File: config.mk
export PLATFORM = sky130hd
export DESIGN_NAME = div_sequencer
export DESIGN_NICKNAME = d
export VERILOG_FILES = /design/src/rtl/div_sequencer.sv
export SDC_FILE = /design/constraint.sdc
export NUM_CORES = 1
export LEC_CHECK = 0
export BUFFER_PORTS_ARGS = -buffer_cell sky130_fd_sc_hd__buf_2
export CORE_MARGIN = 8
export CORE_UTILIZATION = 45
export DETAILED_ROUTE_END_ITERATION = 10
export PLACE_DENSITY = 0.72
export SKIP_CTS_REPAIR_TIMING = 1
export SLEW_MARGIN = 20
export SYNTH_ARGS = -nofsm -noshare
export SYNTH_HDL_FRONTEND = slang
export SYNTH_SLANG_ARGS = --single-unit
File: constraint.sdc
create_clock -name clk -period 13.45 [get_ports clk]
set_clock_uncertainty 0.05 [all_clocks]
set_input_delay 1.345 -clock clk [delete_from_list [all_inputs] [get_ports clk]]
set_output_delay 1.345 -clock clk [all_outputs]
set_load 0.01 [all_outputs]
File: src/rtl/div_sequencer.sv
// Multi-cycle radix-2 restoring divider for DIV/DIVU: quotient to LO, remainder to HI.
// One quotient bit per cycle, a divide-by-zero shortcut, and annul support.
module div_sequencer #(
  parameter int unsigned WIDTH = 32
) (
  input  logic             clk,
  input  logic             rst,
  input  logic             start,
  input  logic             is_signed,
  input  logic             annul,
  input  logic [WIDTH-1:0] opa,
  input  logic [WIDTH-1:0] opb,
  output logic             stall,
  output logic             valid,
  output logic [WIDTH-1:0] hi_out,
  output logic [WIDTH-1:0] lo_out,
  output logic             busy
);

  localparam int unsigned CW = $clog2(WIDTH) + 1;
  localparam logic [CW-1:0] LAST = CW'(WIDTH - 1);

  typedef enum logic [1:0] {IDLE, BUSY, ZERO, DONE} state_t;

  state_t           state, state_nxt;
  logic [CW-1:0]    cnt;
  logic [WIDTH-1:0] rem, quo, dvs, raw_a;
  logic             quot_neg, rem_neg;

  logic [WIDTH:0]   shifted, trial;
  logic             fits;
  logic [WIDTH-1:0] rem_step, quo_step;
  logic [WIDTH-1:0] mag_a, mag_b;
  logic             load, step, fin_div, fin_zero;

  // Operand magnitudes; the most-negative value maps to its own bit pattern.
  always_comb begin
    mag_a = (is_signed && opa[WIDTH-1]) ? (~opa + WIDTH'(1)) : opa;
    mag_b = (is_signed && opb[WIDTH-1]) ? (~opb + WIDTH'(1)) : opb;
  end

  // One restoring iteration: shift, trial subtract, keep on non-negative.
  always_comb begin
    shifted  = {rem, quo[WIDTH-1]};
    trial    = shifted - {1'b0, dvs};
    fits     = (shifted >= {1'b0, dvs});
    rem_step = fits ? WIDTH'(trial) : WIDTH'(shifted);
    quo_step = {quo[WIDTH-2:0], fits};
  end

  always_ff @(posedge clk) begin
    if (rst) state <= IDLE;
    else     state <= state_nxt;
  end

  always_comb begin
    state_nxt = state;
    stall     = 1'b0;
    load      = 1'b0;
    step      = 1'b0;
    fin_div   = 1'b0;
    fin_zero  = 1'b0;
    case (state)
      IDLE: begin
        if (start && !annul) begin
          stall     = 1'b1;
          load      = 1'b1;
          state_nxt = (opb == '0) ? ZERO : BUSY;
        end
      end
      BUSY: begin
        if (annul) begin
          state_nxt = IDLE;
        end else begin
          stall = 1'b1;
          step  = 1'b1;
          if (cnt == LAST) begin
            fin_div   = 1'b1;
            state_nxt = DONE;
          end
        end
      end
      ZERO: begin
        if (annul) begin
          state_nxt = IDLE;
        end else begin
          stall     = 1'b1;
          fin_zero  = 1'b1;
          state_nxt = DONE;
        end
      end
      DONE:    state_nxt = IDLE;
      default: state_nxt = IDLE;
    endcase
  end

  // Datapath and result registers; results land on the edge entering DONE.
  always_ff @(posedge clk) begin
    if (rst) begin
      cnt      <= '0;
      rem      <= '0;
      quo      <= '0;
      dvs      <= '0;
      raw_a    <= '0;
      quot_neg <= 1'b0;
      rem_neg  <= 1'b0;
      hi_out   <= '0;
      lo_out   <= '0;
      valid    <= 1'b0;
      busy     <= 1'b0;
    end else begin
      valid <= fin_div | fin_zero;
      busy  <= (state_nxt != IDLE);
      if (load) begin
        cnt      <= '0;
        rem      <= '0;
        quo      <= mag_a;
        dvs      <= mag_b;
        raw_a    <= opa;
        quot_neg <= is_signed & (opa[WIDTH-1] ^ opb[WIDTH-1]);
        rem_neg  <= is_signed & opa[WIDTH-1];
      end
      if (step) begin
        rem <= rem_step;
        quo <= quo_step;
        cnt <= cnt + CW'(1);
      end
      if (fin_div) begin
        lo_out <= quot_neg ? (~quo_step + WIDTH'(1)) : quo_step;
        hi_out <= rem_neg  ? (~rem_step + WIDTH'(1)) : rem_step;
      end
      if (fin_zero) begin
        lo_out <= '1;
        hi_out <= raw_a;
      end
    end
  end

endmodule

# After elaboration in Yosys (flattened, before gate mapping)
# Cells that the tools add are included.
[totals]
word_cells = 71
in_bits = 69
regBits = 204
[op_classes]
n_lt_le_gt_ge = 1
eq_ne = 4
mux = 30
bitwise = 8
add_sub_neg = 6
n_reduce_logical = 10
[op_table]
columns = ["op", "n"]
rows = [
  ["2-to-1 mux 32 bit", 13],
  ["adder 32 x 1 -> 32 bit (second input constant)", 4],
  ["NOT 32 bit", 4],
  [">= comparator 33 x 32 -> 1 bit", 1],
  ["zero test 32 bit", 1],
  ["subtractor 32 bit", 1],
  ["2-to-1 mux 6 bit", 2],
  ["2-to-1 mux 2 bit", 5],
  ["2-to-1 mux 1 bit", 8],
  ["case mux 2 bit (4 select lines)", 1],
  ["adder 6 x 1 -> 6 bit (second input constant)", 1],
  ["equality test 6 x 5 -> 1 bit (second input constant)", 1],
  ["nonzero test 2 bit", 3],
  ["equality test 2 bit (second input constant)", 2],
  ["logical AND 1 bit", 3],
  ["AND 1 bit", 2],
  ["equality test 2 x 1 -> 1 bit (second input constant)", 1],
  ["zero test 2 bit", 1],
  ["case mux 1 bit (2 select lines)", 1],
  ["OR reduction 2 bit", 1],
  ["zero test 1 bit", 1],
  ["OR 1 bit", 1],
  ["XOR 1 bit", 1],
]

# Depth between registers and ports, before layout
# Gate-level depths: netlist (run 1).
[depth]
word_depth = 7
mapped_depth = 23
ltp_nobuf = 19

# Worst setup path before layout (run 1)
# OpenSTA, ideal clock, no wires.
[synth_timing]
path_kind = "register to register"
start = "register rem[25]"
end = "register lo_out[30]"
path_buffers = 4
path_stages_with_launch = 23
t_arrival_ps = 4311
setup_ps = 132
path_slack_ps = 8957
required_time_ps = 13268
period_less_slack_ps = 4493
path_cell_list = "dfxtp_1 > ha_1 > buf_6 > a21oi_2 > nor3_2 > a2111oi_4 > o211a_4 > nand3_4 > inv_4 > buf_6 > buf_4 > clkbuf_1 > ha_1 > nand2_1 > or2_2 > or4_1 > nand2b_4 > o21ai_0 > nand2_1 > xnor2_1 > nand2_1 > o21ai_0 > a21oi_1"
[synth_via]
elab_chain_len = 6
[synth_rtl]
columns = ["item", "line_no", "text"]
rows = [
  ["from (decl)", "27", "logic [WIDTH-1:0] rem, quo, dvs, raw_a;"],
  ["from (signal assigned)", "124", "rem <= rem_step;"],
  [">= comparator 33 x 32 -> 1 bit", "46", "fits = (shifted >= {1'b0, dvs});"],
  ["NOT 32 bit", "129", "lo_out <= quot_neg ? (~quo_step + WIDTH'(1)) : quo_step;"],
  ["adder 32 x 1 -> 32 bit", "129", ""],
  ["2-to-1 mux 32 bit", "129", ""],
  ["2-to-1 mux 32 bit", "128", "if (fin_div) begin"],
  ["2-to-1 mux 32 bit", "132", "if (fin_zero) begin"],
  ["to (signal assigned)", "129", ""],
  ["to (decl)", "16", "output logic [WIDTH-1:0] lo_out,"],
]
# No other way between the ends. The select of a mux whose other input is x is not followed.
# A chain may end at the register's enable or synchronous reset.

# Final worst setup path (run 1)
[layout_timing]
start = "register dvs[10]"
end = "register lo_out[30]"
[layout_via]
elab_chain_len = 6
[layout_rtl]
columns = ["item", "line_no", "text"]
rows = [
  ["from (decl)", "27", ""],
  ["from (signal assigned)", "118", "dvs <= mag_b;"],
  [">= comparator 33 x 32 -> 1 bit", "46", ""],
  ["NOT 32 bit", "129", ""],
  ["adder 32 x 1 -> 32 bit", "129", ""],
  ["2-to-1 mux 32 bit", "129", ""],
  ["2-to-1 mux 32 bit", "128", ""],
  ["2-to-1 mux 32 bit", "132", ""],
]
# No other way between the ends. The select of a mux whose other input is x is not followed.

==> results.tsv, run 1 <==
stage	metric	value	unit
route	dr.pass1.iters	5	
global_route	track_usage	21.9	%
power_and_ir_drop	p_per_area	133	nW/µm²
cells_and_area	synthToLayoutAreaGrowth	11.2	%
worst_hold_path	hp-start	raw_a[0]	
job	maxCapViolations	0	
power_and_ir_drop	clockPowerShare	32.2	%
route	viasPerCell	5.92	
floorplanning	die_w	189	µm
route	ant_nets	0	
global_route	grt_pass1_vias	12500	
timing	slew_violations	0	
cells_and_area	nets	1951	
cells_and_area	mostFrequentLayoutCell	nand2_1	
logic_synthesis	synth_area_per_cell	7.54	µm²
worst_setup_path	critPathArrivalTime	5.77	ns
worst_setup_path	cpMostUsedCell	nand2_1	
cells_and_area	post-route-util	50.7	%
clocking	cts_buffer_depth	3	
timing	finalHoldViolCount	0	
logic_synthesis	synth_top_family_by_area	compound AO/OA/AOI/OAI gates	
route	vias	13300	
power_and_ir_drop	switching_share	35.9	%
global_route	met2_usage	35.4	%
power_and_ir_drop	seqPwrFrac	34.7	%
run_status	status	complete, no violations	
worst_setup_path	crit_path_start	dvs[10]	
logic_synthesis	synth-async-reset-ratio	0	%
timing	rsz0062_at_grt	false	
global_route	grt_overflow_total	0	
logic_synthesis	yosysWarnings	0	
timing	relSlewSlack	33.3	%
timing	max_freq	0.183	GHz
worst_setup_path	worst-setup-path-type	reg -> reg	
route	routed_wl	41000	µm
floorplanning	io-pin-count	136	
logic_synthesis	synth_cell_types	104	
timing	period_share	40.6	%
power_and_ir_drop	ir_worst_vdd	0.0919	mV
cells_and_area	fillCellCount	2973	
clocking	clkLatencyLatePin	0.52	ns
timing	setup_viol	0	
timing	holdWs	0.401	ns
floorplanning	start_util	45.6	%
clocking	cts_tree	done	
worst_hold_path	hold_path.class	reg -> reg	
worst_setup_path	worstPathRequired	13.76	ns
route	drc	0	
cells_and_area	final_area	15000	µm²
logic_synthesis	ys_ff_latch	204	
worst_setup_path	end_kind	flop	
logic_synthesis	synth-compound-area-share	25.6	%
clocking	cts_buffers	24	
worst_setup_path	cp_slowest_cell	inv_4	
worst_setup_path	worstPathCellList	inv_1, ha_1, a21oi_1, o21a_1, a21boi_0, a211o_1, nand3_4, inv_4, ha_1, nand2_1, or2_2, or4_1, nand2b_4, o21ai_0, nand2_1, xnor2_1, nand2_1, o21ai_0, a21oi_1	
logic_synthesis	synthMuxAreaShare	1.61	%
placement	place_area	14300	µm²
route	drtIter0Drc	1068	
logic_synthesis	synth_flop_cell	dfxtp_1	
power_and_ir_drop	pwr-share-comb	33.1	%
cells_and_area	drive_gt1_share	13.6	%
timing	worstMarginPinSlew	1.00	ns
power_and_ir_drop	power_switching	719	µW
floorplanning	num_rows	63	
placement	post-dp-hpwl	29900	µm
global_route	antenna_found_initial	1	
timing	tns	0	ns
worst_setup_path	path_max_fanout	45	
clocking	cts.clk_slew.worst_paths	0.06	ns
logic_synthesis	yosys.area_share.simple	25.1	%
logic_synthesis	syn-cell-area	13500	µm²
global_route	grt_pass1_wl	65800	µm
global_route	met1_usage	29.9	%
logic_synthesis	synth_enable_flop_cells	0	
worst_setup_path	start_kind	flop	
route	wire_per_inst	18.3	µm
global_route	met3_usage	3.40	%
placement	portBuffers	135	
cells_and_area	final_cell_mix	nand2_1, dfxtp_1, a21oi_1	
power_and_ir_drop	p_int	1.28	mW
global_route	grt_max_degree	128	
clocking	cts.sinks	204	
clocking	cts_max_level	1	
logic_synthesis	synth_fp_nets	1904	
logic_synthesis	seq_area_frac_synth	30.2	%
worst_setup_path	slowest_delay	0.64	ns
timing	fin_crit	5.46	ns
logic_synthesis	synth_adder_area_share	4.04	%
floorplanning	die-area	35800	µm²
global_route	grt-busiest-layer	met2	
logic_synthesis	synth-xor-area-share	8.10	%
worst_setup_path	r2r-start	dvs[10]	
floorplanning	coreArea	29600	µm²
floorplanning	die_y	189	µm
power_and_ir_drop	cellLeakagePower	5.80	nW
clocking	cts-root-buf	clkbuf_16	
placement	routabilityCongestion	0.941	
logic_synthesis	syn_inst	1792	
cells_and_area	diodes	0	
final timing paths:
| check | end | slack, ns | cells after the start |
|---|---|---|---|
| hold reg to reg | raw_a[0] | 0.40 | 2 |
| hold / removal | raw_a[0] | 0.40 | 2 |
| setup / recovery | lo_out[30] | 7.99 | 19 |
| setup reg to reg | lo_out[30] | 7.99 | 19 |
registers in the layout (all words and copies together), names as in the netlist:
| register | flops |
|---|---|
| rem_neg | 1 |
| state | 2 |
| raw_a | 32 |
| lo_out | 32 |
| valid | 1 |
| cnt | 6 |
| busy | 1 |
| rem | 32 |
| quot_neg | 1 |
| quo | 32 |
| hi_out | 32 |
| dvs | 32 |
cell usage after synthesis, drive strengths merged, types with 28 or more instances:
cell type | n | share of area, %
a211oi | 47 | 2.7
a21oi | 171 | 6.4
a31oi | 62 | 2.9
buf | 28 | 1.2
clkbuf | 96 | 2.7
dfxtp | 204 | 30
ha | 42 | 3.9
inv | 51 | 1.4
nand2 | 281 | 7.9
nand3 | 67 | 2.6
nor2 | 151 | 4.2
nor3 | 45 | 1.9
o21ai | 116 | 4.5
xnor2 | 54 | 3.5
xor2 | 71 | 4.6
worst max-delay path: cells and delay by family, from the launching register on:
kind,cells,cell delay (ns)
xor+xnor,1,0.14
fa+ha+maj,2,0.73
buf+inv,2,0.68
compound gates,7,1.50
flops,1,0.33
simple gates,7,1.84
per-stage QoR:
step	power [mW]	cells	worst slack (ns)
6_report	2.00	2241	7.99
5_1_grt	2.10	2241	7.49
4_1_cts	2.00	2241	8.04
3_5_place_dp	1.36	2203	8.07
3_3_place_gp	1.35	2203	8.13
2_1_floorplan	1.19	1792	8.96
layer usage:
metal  up-vias  share of wire [%]  wire length, µm
met5         -              0.029               12
met4         2                2.5             1030
met3        61                5.3             2160
met2       361                 46            18800
met1      6363                 46            19000
li1       6489                  -                -
cell families (layout without fill, tap and decap cells):
kind of cell / Yosys count / after routing
xor+xnor: 125 / 125
simple gates: 697 / 697
buf+inv: 175 / 234
flops: 204 / 204
compound gates: 527 / 527
mux: 21 / 21
fa+ha+maj: 43 / 43
power by group through the flow:
stage / sequential (mW) / combinational (mW) / clock, mW
after floorplan: 0.702 / 0.483 / 0
after global placement: 0.703 / 0.644 / 0
after detailed placement: 0.705 / 0.652 / 0
after CTS: 0.692 / 0.657 / 0.651
after global routing: 0.699 / 0.724 / 0.677
final: 0.694 / 0.663 / 0.643
cell type report:
type | count | area, µm² | share of cell area, %
clock buffers | 34 | 679 | 4.52
inverters | 51 | 194 | 1.29
flip-flops and latches | 204 | 4090 | 27.2
clock inverters | 4 | 72.6 | 0.483
multi-input cells | 1413 | 8750 | 58.2
repair buffers | 145 | 757 | 5.04
well taps | 390 | 488 | 3.25
No activity file was read; power rests on OpenSTA's default activity.
==> inputs of run 2 (changes only) <==
Clock period 13.45 ns to 5.4 ns, I/O delays scaled along.
==> results.tsv, run 2 (same netlist as run 1, synthesis figures left out) <==
stage	metric	value	unit	change
cells_and_area	nets	1955		was 1951
placement	post-dp-hpwl	30200	µm	was 29900 µm
worst_setup_path	slowest_delay	0.45	ns	was 0.64 ns
clocking	cts.clk_slew.worst_paths	0.07	ns	was 0.06 ns
timing	tns	0	ns	unchanged
power_and_ir_drop	p_per_area	335	nW/µm²	was 133 nW/µm²
clocking	cts_buffers	24		unchanged
floorplanning	start_util	45.6	%	unchanged
global_route	grt_max_degree	79		was 128
worst_hold_path	hold_path.class	in -> reg		was reg -> reg
global_route	grt_overflow_total	0		unchanged
worst_setup_path	critical_path_buf_inv_count	1		was 2
timing	relSlewSlack	35.5	%	was 33.3%
floorplanning	die-area	35800	µm²	unchanged
floorplanning	io-pin-count	136		unchanged
route	routed_wl	41100	µm	was 41000 µm
cells_and_area	drive_gt1_share	14.1	%	was 13.6%
clocking	cts.sinks	204		unchanged
cells_and_area	final_cell_mix	nand2_1, dfxtp_1, a21oi_1		unchanged
route	drc	0		unchanged
route	wire_per_inst	18.3	µm	about the same
clocking	cts_tree	done		unchanged
timing	rsz0062_at_grt	false		unchanged
route	met3WireLength	2260	µm	was 2160 µm
timing	max_freq	0.210	GHz	was 0.183 GHz
worst_setup_path	critPathArrivalTime	5.11	ns	was 5.77 ns
route	top_layer_used	met5		unchanged
cells_and_area	diodes	0		unchanged
worst_setup_path	end_kind	flop		unchanged
timing	setup_slack	0.643	ns	was 7.99 ns
placement	dpl_worst_slack	0.791	ns	was 8.07 ns
clocking	clkLatencyLatePin	0.53	ns	was 0.52 ns
route	ant_nets	0		unchanged
global_route	grt_pass1_vias	12300		was 12500
timing	fin_crit	4.76	ns	was 5.46 ns
route	drtIter0Drc	1177		was 1068
worst_setup_path	worstPathRequired	5.75	ns	was 13.76 ns
floorplanning	die_w	189	µm	unchanged
global_route	antenna_found_initial	1		unchanged
clocking	cts_buffer_depth	3		unchanged
worst_setup_path	path_max_fanout	13		was 45
route	dr.pass1.iters	5		unchanged
run_status	status	complete, no violations		unchanged
power_and_ir_drop	cellLeakagePower	5.85	nW	was 5.80 nW
floorplanning	coreArea	29600	µm²	unchanged
timing	worstMarginPinSlew	0.964	ns	was 1.00 ns
worst_setup_path	cpMostUsedCell	ha_1		was nand2_1
placement	routabilityCongestion	0.962		was 0.941
job	maxCapViolations	0		unchanged
timing	slew_violations	0		unchanged
floorplanning	num_rows	63		unchanged
placement	portBuffers	135		unchanged
timing	finalHoldViolCount	0		unchanged
route	viasPerCell	5.86		was 5.92
worst_setup_path	cp_slowest_cell	a21boi_0		was inv_4
timing	holdWs	0.221	ns	was 0.401 ns
worst_setup_path	worst-setup-path-type	reg -> reg		unchanged
route	route.met2.wl	18300	µm	was 18800 µm
route	vias	13200		was 13300
global_route	track_usage	21.7	%	was 21.9%
worst_setup_path	crit_family	compound AO/OA/AOI/OAI gates		was simple AND/OR/NAND/NOR gates
clocking	cts-root-buf	clkbuf_16		unchanged
clocking	cts_max_level	1		unchanged
power_and_ir_drop	ir_worst_vdd	0.264	mV	was 0.0919 mV
worst_setup_path	worstPathCellList	inv_1, ha_1, a21oi_1, o21ai_1, a21boi_0, a211o_1, nand3_4, o21ai_0, ha_1, and2_1, o2111a_1, and3b_1, nor4b_4, o211ai_4, o31ai_1, xor2_1, a2111oi_1		was inv_1, ha_1, a21oi_1, o21a_1, a21boi_0, a211o_1, nand3_4, inv_4, ha_1, nand2_1, or2_2, or4_1, nand2b_4, o21ai_0, nand2_1, xnor2_1, nand2_1, o21ai_0, a21oi_1
global_route	grt_pass1_wl	64900	µm	was 65800 µm
floorplanning	die_y	189	µm	unchanged
timing	period_share	88.1	%	was 40.6%
timing	setup_viol	0		unchanged
cells_and_area	post-route-util	51.0	%	was 50.7%
cells_and_area	synthToLayoutAreaGrowth	11.9	%	was 11.2%
route	met1_length	19200	µm	was 19000 µm
worst_setup_path	start_kind	flop		unchanged
cells_and_area	mostFrequentLayoutCell	nand2_1		unchanged
==> run 2: cell types whose count changed in the layout (fill, tap and decap cells not counted), sizes merged <==
| cell | previous run | this run |
|---|---|---|
| inv | 51 | 52 |
| clkinvlp | 1 | 3 |
| buf | 145 | 149 |
| clkinv | 1 | 4 |
==> run 2: cell type report <==
class	count	area (µm²)
fillers	2942	14500
multi-input cells	1413	8740
flip-flops and latches	204	4080
repair buffers	149	787
clock buffers	34	709
well taps	390	488
inverters	51	194
clock inverters	10	115
==> run 2: worst register-to-register path: cells and delay by family (launching register included) <==
kind / cells / cell delay (ns)
flops: 1 / 0.33
buf+inv: 1 / 0.05
compound gates: 9 / 2.62
xor+xnor: 1 / 0.11
simple gates: 4 / 0.87
fa+ha+maj: 2 / 0.62
==> run 2: report_power, final <==
group / internal (mW) / leakage (nW) / total (mW) / switching (mW)
registers: 1.63 / 1.66 / 1.72 / 0.0961
logic: 0.606 / 3.80 / 1.65 / 1.04
clock network: 1.01 / 0.398 / 1.69 / 0.678
total: 3.25 / 5.85 / 5.07 / 1.82
==> run 2: metrics by stage <==
stage          area (µm²)  power (mW)  instances
4_1_cts             15100        5.08       2251
2_1_floorplan       13500        2.95       1792
6_report            15100        5.07       2251
3_3_place_gp        14300        3.36       2207
5_1_grt             15100        5.31       2251
3_5_place_dp        14300        3.38       2207
==> run 2: worst paths after layout <==
kind	from	end	slack, ns	cells after the start
hold / removal	opa[1]	raw_a[1]	0.22	3
setup reg to reg	dvs[8]	hi_out[30]	0.64	17
hold reg to reg	dvs[31]	dvs[31]	0.40	2
setup / recovery	dvs[8]	hi_out[30]	0.64	17
==> run 2: layer usage <==
metal,vias to the layer above,track usage [%]
met1,6256,29.6
met2,360,34.8
li1,6508,-
met4,2,6.79
met3,69,3.05
met5,-,0
==> inputs of run 3 (changes only) <==
Settings changed: CELL_PAD_IN_SITES_DETAIL_PLACEMENT from default to 0, CELL_PAD_IN_SITES_GLOBAL_PLACEMENT from default to 1, CORE_UTILIZATION 45 to 44, GPL_TIMING_DRIVEN from default to 0, PLACE_DENSITY 0.72 to default, PLACE_DENSITY_LB_ADDON from default to 0.1.
==> results.tsv, run 3 (same netlist as run 1, synthesis figures left out) <==
stage	metric	value	unit	change
worst_setup_path	start_kind	flop		unchanged
floorplanning	die-area	36600	µm²	was 35800 µm²
worst_setup_path	critPathArrivalTime	5.51	ns	was 5.11 ns
clocking	cts_buffers	26		was 24
placement	portBuffers	133		was 135
cells_and_area	final_cell_mix	nand2_1, dfxtp_1, a21oi_1		unchanged
cells_and_area	drive_gt1_share	14.2	%	was 14.1%
power_and_ir_drop	pwr-share-comb	33.2	%	was 32.6%
cells_and_area	register_area	4090	µm²	was 4080 µm²
worst_setup_path	worstPathCellList	inv_1, ha_1, buf_2, and4_1, nand2_1, a21o_1, a211o_1, nand3_4, buf_6, buf_6, buf_6, nand2_1, o21ai_2, ha_2, and2_1, o2111a_1, and3b_1, nor4b_4, o211ai_4, nand4b_4, o31ai_2, xnor2_1, o22ai_1		was inv_1, ha_1, a21oi_1, o21ai_1, a21boi_0, a211o_1, nand3_4, o21ai_0, ha_1, and2_1, o2111a_1, and3b_1, nor4b_4, o211ai_4, o31ai_1, xor2_1, a2111oi_1
clocking	cts_tree	done		unchanged
worst_setup_path	crit_path_start	dvs[10]		was dvs[8]
global_route	grt_max_degree	14		was 79
placement	routabilityCongestion	0.924		was 0.962
worst_setup_path	crit_end	hi_out[28]		was hi_out[30]
route	viasPerCell	5.86		about the same
worst_setup_path	worst-setup-path-type	reg -> reg		unchanged
power_and_ir_drop	power_switching	1.96	mW	was 1.82 mW
power_and_ir_drop	ir_worst_vdd	0.230	mV	was 0.264 mV
clocking	cts.sinks	204		unchanged
power_and_ir_drop	p_int	3.45	mW	was 3.25 mW
worst_setup_path	end_kind	flop		unchanged
worst_hold_path	hold_path.class	in -> reg		unchanged
clocking	clkLatencyLatePin	0.54	ns	was 0.53 ns
route	drc	0		unchanged
timing	period_share	95.6	%	was 88.1%
worst_setup_path	r2r-start	dvs[10]		was dvs[8]
cells_and_area	multiInputGateArea	8770	µm²	was 8740 µm²
worst_setup_path	path_max_fanout	10		was 13
timing	setup_viol	0		unchanged
placement	dpl_worst_slack	-0.394	ns	was 0.791 ns
route	wire_per_inst	20.7	µm	was 18.3 µm
timing	rsz0062_at_grt	false		unchanged
worst_setup_path	crit_family	simple AND/OR/NAND/NOR gates		was compound AO/OA/AOI/OAI gates
worst_setup_path	worstPathRequired	5.74	ns	was 5.75 ns
worst_setup_path	rr_endpoint	hi_out[28]		was hi_out[30]
worst_setup_path	slowest_delay	0.34	ns	was 0.45 ns
run_status	status	complete, no violations		unchanged
route	vias	13900		was 13200
floorplanning	start_util	44.4	%	was 45.6%
timing	worstMarginPinSlew	0.834	ns	was 0.964 ns
worst_setup_path	cpMostUsedCell	buf_6		was ha_1
timing	max_freq	0.194	GHz	was 0.210 GHz
timing	setup_slack	0.239	ns	was 0.643 ns
worst_setup_path	r2r_setup_slack	0.24	ns	was 0.64 ns
floorplanning	io-pin-count	136		unchanged
power_and_ir_drop	p_per_area	345	nW/µm²	was 335 nW/µm²
worst_setup_path	crit_cells	23		was 17
clocking	cts_max_level	1		unchanged
power_and_ir_drop	clockPowerShare	35.0	%	was 33.4%
worst_setup_path	reg2reg_depth	23		was 17
clocking	cts-root-buf	clkbuf_16		unchanged
global_route	grt_pass1_wl	75400	µm	was 64900 µm
global_route	antenna_found_initial	0		was 1
floorplanning	num_rows	64		was 63
clocking	cts.clk_slew.worst_paths	0.06	ns	was 0.07 ns
global_route	grt_overflow_total	0		unchanged
timing	fin_crit	5.16	ns	was 4.76 ns
cells_and_area	mostFrequentLayoutCell	nand2_1		unchanged
power_and_ir_drop	switching_share	36.3	%	was 35.9%
power_and_ir_drop	seqPwrFrac	31.8	%	was 34.0%
timing	relSlewSlack	43.9	%	was 35.5%
global_route	grt_pass1_vias	13000		was 12300
timing	finalHoldViolCount	0		unchanged
cells_and_area	fillCellCount	3153		was 2942
clocking	cts_buffer_depth	3		unchanged
route	routed_wl	49000	µm	was 41100 µm
floorplanning	coreArea	30400	µm²	was 29600 µm²
global_route	track_usage	26.1	%	was 21.7%
placement	post-dp-hpwl	39100	µm	was 30200 µm
job	maxCapViolations	0		unchanged
route	ant_nets	0		unchanged
cells_and_area	nets	2063		was 1955
timing	slew_violations	0		unchanged
route	drtIter0Drc	1053		was 1177
worst_setup_path	critical_path_buf_inv_count	5		was 1
floorplanning	die_y	191	µm	was 189 µm
worst_setup_path	cp_slowest_cell	a211o_1		was a21boi_0
power_and_ir_drop	cellLeakagePower	6.05	nW	was 5.85 nW
floorplanning	die_w	191	µm	was 189 µm
cells_and_area	synthToLayoutAreaGrowth	16.0	%	was 11.9%
route	dr.pass1.iters	5		unchanged
timing	holdWs	0.221	ns	about the same
[run 3: per-stage QoR]
| step | utilization [%] | cell area (µm²) | setup TNS, ns | instances | total power [mW] |
|---|---|---|---|---|---|
| after floorplan | - | 13500 | 0 | 1792 | 2.95 |
| after global placement | 48.2 | 14700 | -1.87 | 2321 | 3.48 |
| after detailed placement | 48.3 | 14700 | -2.71 | 2321 | 3.49 |
| after CTS | 51.3 | 15600 | -3.22 | 2369 | 5.39 |
| after global routing | 51.5 | 15700 | 0 | 2367 | 5.68 |
| final | 51.5 | 15700 | 0 | 2368 | 5.41 |
[run 3: worst min path at each step]
stage                  start  cells past startpoint  slack (ns)         to
detailed placement  raw_a[1]                      2        0.40   raw_a[1]
finish                opb[0]                      3        0.22     dvs[0]
global placement     dvs[31]                      2        0.40    dvs[31]
floorplan            dvs[15]                      2        0.38    dvs[15]
global route         opa[28]                      3        0.21  raw_a[28]
CTS                   opb[0]                      3        0.20     dvs[0]
[run 3: cell type report]
cell class | instances | area share (%)
Buffer | 122 | 3.35
Multi-Input combinational cell | 1413 | 55.9
Antenna cell | 1 | 0.0160
Tap cell | 396 | 3.16
Clock inverter | 15 | 1.43
Inverter | 51 | 1.24
Clock buffer | 33 | 4.57
Timing Repair Buffer | 133 | 4.24
Sequential cell | 204 | 26.0
[run 3: routing by layer]
| layer | wire, µm | up-vias | global-route usage (%) |
|---|---|---|---|
| li1 | - | 6742 | - |
| met2 | 20400 | 494 | 38.5 |
| met4 | 981 | 0 | 5.57 |
| met5 | 0 | - | 0 |
| met1 | 23400 | 6591 | 38.6 |
| met3 | 4200 | 59 | 5.16 |
[run 3: tightest hold or removal path, delay by kind of cell]
family,cells,cell delay [ns]
buffers and inverters,1,0.12
AOI/OAI and AO/OA,1,0.05
and+or+nand+nor,1,0.05
[run 3: power by group through the flow]
stage | sequential [mW] | clock [mW] | combinational (mW)
2_1_floorplan | 1.75 | 0 | 1.20
3_3_place_gp | 1.75 | 0 | 1.73
3_5_place_dp | 1.75 | 0 | 1.74
4_1_cts | 1.72 | 1.92 | 1.75
5_1_grt | 1.74 | 1.99 | 1.95
6_report | 1.72 | 1.90 | 1.80
